File: src/rtl/axiline_pkg.sv
// rtl/axiline_pkg.sv - shared types and helpers for the inner-product sequencer
package axiline_pkg;

    typedef enum logic [1:0] {
        ST_IDLE = 2'd0,
        ST_RUN  = 2'd1,
        ST_DONE = 2'd2
    } seq_state_e;

    // Width needed to hold a chunk count in 0..max_chunks inclusive.
    function automatic int chunk_cnt_w(input int max_chunks);
        return $clog2(max_chunks + 1);
    endfunction

endpackage

File: src/rtl/ip.sv
// rtl/ip.sv - combinational inner product of one chunk, truncated to bitwidth
module ip #(
    parameter int bitwidth      = 16,
    parameter int inputBitwidth = 8,
    parameter int size          = 8
) (
    input  logic [inputBitwidth*size-1:0] x,
    input  logic [bitwidth*size-1:0]      w,
    output logic [bitwidth-1:0]           y
);

    // Sum of element products; every product and partial sum wraps at bitwidth bits.
    always_comb begin
        logic [bitwidth-1:0] xe;
        logic [bitwidth-1:0] prod;
        y = '0;
        for (int i = 0; i < size; i++) begin
            xe   = {{(bitwidth-inputBitwidth){1'b0}}, x[inputBitwidth*i +: inputBitwidth]};
            prod = xe * w[bitwidth*i +: bitwidth];
            y    = y + prod;
        end
    end

endmodule

File: src/rtl/ip_seq.sv
// rtl/ip_seq.sv - sequences num_chunks chunks through ip and returns the accumulated sum
module ip_seq
    import axiline_pkg::*;
#(
    parameter int bitwidth      = 16,
    parameter int inputBitwidth = 8,
    parameter int size          = 8,
    parameter int maxChunks     = 64,
    parameter int CW            = chunk_cnt_w(maxChunks)
) (
    input  logic                          clk,
    input  logic                          rst,
    input  logic                          start,
    input  logic [CW-1:0]                 num_chunks,
    input  logic                          in_valid,
    output logic                          in_ready,
    input  logic [inputBitwidth*size-1:0] x_chunk,
    input  logic [bitwidth*size-1:0]      w_chunk,
    output logic [CW-1:0]                 chunk_idx,
    output logic                          busy,
    output logic                          out_valid,
    input  logic                          out_ready,
    output logic [bitwidth-1:0]           result
);

    seq_state_e          state_q, state_d;
    logic [bitwidth-1:0] acc_q, acc_d;
    logic [CW-1:0]       idx_q, idx_d;
    logic [CW-1:0]       num_q, num_d;
    logic [bitwidth-1:0] chunk_sum;

    ip #(
        .bitwidth      (bitwidth),
        .inputBitwidth (inputBitwidth),
        .size          (size)
    ) u_ip (
        .x (x_chunk),
        .w (w_chunk),
        .y (chunk_sum)
    );

    // State, accumulator, chunk counter and captured length; reset wins over everything.
    always_ff @(posedge clk) begin
        if (rst) begin
            state_q <= ST_IDLE;
            acc_q   <= '0;
            idx_q   <= '0;
            num_q   <= '0;
        end else begin
            state_q <= state_d;
            acc_q   <= acc_d;
            idx_q   <= idx_d;
            num_q   <= num_d;
        end
    end

    // Next-state and handshake outputs; result is driven straight from acc so it holds in DONE.
    always_comb begin
        state_d   = state_q;
        acc_d     = acc_q;
        idx_d     = idx_q;
        num_d     = num_q;
        in_ready  = 1'b0;
        out_valid = 1'b0;
        busy      = 1'b0;
        unique case (state_q)
            ST_IDLE: begin
                if (start) begin
                    num_d   = num_chunks;
                    acc_d   = '0;
                    idx_d   = '0;
                    state_d = (num_chunks == '0) ? ST_DONE : ST_RUN;
                end
            end
            ST_RUN: begin
                in_ready = 1'b1;
                busy     = 1'b1;
                if (in_valid) begin
                    acc_d = acc_q + chunk_sum;
                    idx_d = idx_q + CW'(1);
                    if (idx_q + CW'(1) == num_q) begin
                        state_d = ST_DONE;
                    end
                end
            end
            ST_DONE: begin
                out_valid = 1'b1;
                busy      = 1'b1;
                if (out_ready) begin
                    state_d = ST_IDLE;
                end
            end
            default: begin
                state_d = ST_IDLE;
            end
        endcase
    end

    assign chunk_idx = idx_q;
    assign result    = acc_q;

endmodule
File: config.mk
export PLATFORM = sky130hd
export DESIGN_NAME = ip_seq
export DESIGN_NICKNAME = d
export VERILOG_FILES = /design/src/rtl/axiline_pkg.sv /design/src/rtl/ip.sv /design/src/rtl/ip_seq.sv
export SDC_FILE = /design/constraint.sdc
export NUM_CORES = 2
export LEC_CHECK = 0
export BUFFER_PORTS_ARGS = -buffer_cell sky130_fd_sc_hd__buf_2
export CAP_MARGIN = 20
export CORE_MARGIN = 4
export CORE_UTILIZATION = 43
export CTS_BUF_LIST = sky130_fd_sc_hd__clkbuf_4 sky130_fd_sc_hd__clkbuf_8 sky130_fd_sc_hd__clkbuf_16
export CTS_CLUSTER_DIAMETER = 150
export DETAILED_ROUTE_END_ITERATION = 16
export GPL_TIMING_DRIVEN = 0
export PLACE_DENSITY_LB_ADDON = 0.05
export REMOVE_ABC_BUFFERS = 1
export SYNTH_ARGS = -nofsm -noshare
export SYNTH_HDL_FRONTEND = slang
export SYNTH_SLANG_ARGS = --single-unit
File: constraint.sdc
create_clock -name clk -period 23.1 [get_ports clk]
set_clock_uncertainty 0.05 [all_clocks]
set_input_delay 5.775 -clock clk [delete_from_list [all_inputs] [get_ports clk]]
set_output_delay 5.775 -clock clk [all_outputs]
set_load 0.005 [all_outputs]
==> results.md <==
- IO Count: 230
- Setup WS post-layout: 9.490 ns
- Worst EP required: around 23 ns
- Post-synthesis cell count: 2,647
- Total Wirelength: 72,690 um
- Async SR Flop Fraction: 0
- # fillers: 5,741
- Clock Sinks: 32
- EDFF count, synth: 0
- Fraction of layout cells with a size suffix above 1: 0.08629
- CTS Buf Count: 5
- Register-to-register setup slack: between 15 and 20 ns
- Netlist cell types: 38
- FP Rows: 87
- Worst-skew pair later-pin latency: 0.28 ns
- Core area: 0.05639 mm^2
- GRT Total Usage: 0.2473
- Cell area after synthesis: roughly 0.025 mm^2
- Worst Hold End: num_q[4]$_SDFFE_PP0P_
- DR WL/cell: 20.34 um
- Crit share post-route: 0.5892
- Post-CTS repair timing setup buffer count: 0
- Crit Path Class: in2reg
- Avg Vias per Cell: 4.874
- Fin nets: between 3k and 4k
- DR vias: 17.42k
- DRC: 0
- Fin. max-slew vios: 0
- Width of the die: 246.7 um
- Vias in the first global route: between 15k and 20k
- DR iter-0 viols: 780
- H-tree levels: 2
- Initial core utilization: 0.4347
- Most common cell in the netlist: fa_1
- Seq. cell area: 640.6 um^2
- Total negative slack: 0 ns
- Worst Hold Class: reg2reg
- Crit path launch type: primary input
- Layout area overhead: 8.199%
- Die H: between 200 and 250 um
- Non-Filler Instances: about 3.6k
- Post-synthesis sequential area ratio: 0.02614
- Max-Cap Viols: 0
- Post-synth top cells: fa_1 (661), inv_1 (649), nand2_1 (413), and2_1 (403), ha_1 (144)
- Worst slack, placed: just over 9 ns
- Worst Tran Pin Value: just under 0.8 ns
- Avg Cell Area, Syn: 9.259 um^2
- Setup violations, final: 0
- Hold_ws: roughly 0.42 ns
- Slew HR: 0.4697
- Synth area leaders: fa_1 (54%), and2_1 (10%), inv_1 (9.9%)
- Critical path peak fanout: 14
- Critical R2R Launch: result[4]$_SDFFE_PP0P_
- Outcome: complete, no violations
- Synthesis Warnings: 0
- Maximum clock frequency: 0.07347 GHz
- Reg2reg end: result[14]$_SDFFE_PP0P_
- Main synth FF type: dfxtp_1
- Minimum clock period: 13.61 ns
- Top cell type's share of synthesized area: 0.5399
- CTS tree: yes
- Unrepaired setup endpoints after global routing: false
- Die area: a little over 0.06 mm^2
- Root Buffer: clkbuf_16
- Min-delay src: num_q[4]$_SDFFE_PP0P_
- Area of the multi-input gates: 0.02117 mm^2
- Largest net degree at the start of global routing: 34
- Initial antenna violation count: 1
- CTS resizes: 0
- Clock transition at the registers of the reported paths: 0.05 ns
- R2r worst-path depth: 20
- Final hold violation count: 0
- Synth area leader: fa_1
- Crit path arrival time: 13.73 ns
- Total congestion overflow: 0
- Placed cells: 3,564
- Hold Path Stages: 2
- Gpl congestion: 0.8795
- DRT Pass-1 Iters: 5
- Register bit total from synthesis: 32
- Worst setup EP type: flip-flop
- Post-route ant nets: 0
- First-pass GRT wire length: 113,600 um
- DP HPWL: about 65,000 um
- Port-buffer cells: 229
- Hold Buf Count CTS: 0
- Clock Path Buffers: 2
[cell families (layout without fill, tap and decap cells)]
logic type | Yosys count | after routing | synth area share
and+or+nand+nor | 881 | 881 | 0.1782
adders and majority gates | 805 | 805 | 0.6134
buffers and inverters | 718 | 887 | 0.1103
xor gates and xnor gates | 147 | 147 | 0.05309
AOI/OAI and AO/OA | 63 | 63 | 0.01848
DFF | 32 | 32 | 0.02614
muxes | 1 | 1 | 0.0004084
other | 0 | 2 | 0
[metrics by stage]
stage,util,cell area [um^2]
after floorplan,-,24240
after CTS,0.4702,26510
final,0.4703,26520
after detailed placement,0.4672,26350
after global placement,0.4670,26340
after global routing,0.4702,26510
[worst max-delay path by stage]
stage / depth (start not counted) / slack (ns) / from / to
finish: 25 / 9.49 / x_chunk[58] / result[15]$_SDFFE_PP0P_
global route: 25 / 9.06 / x_chunk[58] / result[15]$_SDFFE_PP0P_
CTS: 25 / 9.34 / x_chunk[58] / result[15]$_SDFFE_PP0P_
detailed placement: 25 / 9.05 / x_chunk[58] / result[15]$_SDFFE_PP0P_
global placement: 25 / 9.05 / x_chunk[58] / result[15]$_SDFFE_PP0P_
floorplan: 24 / 10.07 / w_chunk[53] / result[14]$_SDFFE_PP0P_
[sequential cells by signal, summed over array words and instances, names as in the netlist]
signal,cells
state_q,2
chunk_idx,7
result,16
num_q,7
[routing by layer]
metal | vias to the layer above | wire (um) | track usage
met5 | - | 0 | 0
met4 | 0 | 2041 | 0.05823
met3 | 71 | 3124 | 0.02722
met2 | 373 | 35560 | 0.4219
met1 | 9127 | 31960 | 0.3415
li1 | 7847 | - | -
[worst max-delay path, stage by stage]
cell	delay, ns
buf_2	0.26
nand2_1	0.13
fa_1	0.55
inv_1	0.05
fa_1	0.50
inv_1	0.05
fa_1	0.51
inv_1	0.06
fa_1	0.54
fa_1	0.56
fa_1	0.46
inv_1	0.09
fa_1	0.47
fa_1	0.60
fa_1	0.44
fa_1	0.40
xor2_1	0.43
xnor2_1	0.16
xnor2_1	0.20
xnor2_1	0.16
xnor2_1	0.16
xnor2_1	0.10
xnor2_1	0.65
xnor2_1	0.21
a22o_1	0.23
[area by class of cell]
class | instances | area share
Multi-Input combinational cell | 1897 | 0.7982
Tap cell | 756 | 0.03567
Sequential cell | 32 | 0.02416
Timing Repair Buffer | 230 | 0.04364
Antenna cell | 2 | 0.0001887
Clock buffer | 5 | 0.004718
Inverter | 649 | 0.09186
Clock inverter | 3 | 0.001604
[cells in the final DEF (no fill, tap or decap), types with 12 or more instances in the layout]
cell type | netlist | final
a21oi_1 | 21 | 21
a22oi_1 | 15 | 15
and2_1 | 403 | 403
buf_2 | 6 | 229
dfxtp_1 | 32 | 32
fa_1 | 661 | 661
ha_1 | 144 | 144
inv_1 | 649 | 649
nand2_1 | 413 | 413
nand3_1 | 12 | 12
nor2_1 | 36 | 36
xnor2_1 | 122 | 122
xor2_1 | 24 | 24
Power is left out: the tool's default activity adds up to more than one toggle a clock period on the data nets, which glitch-free logic cannot reach.
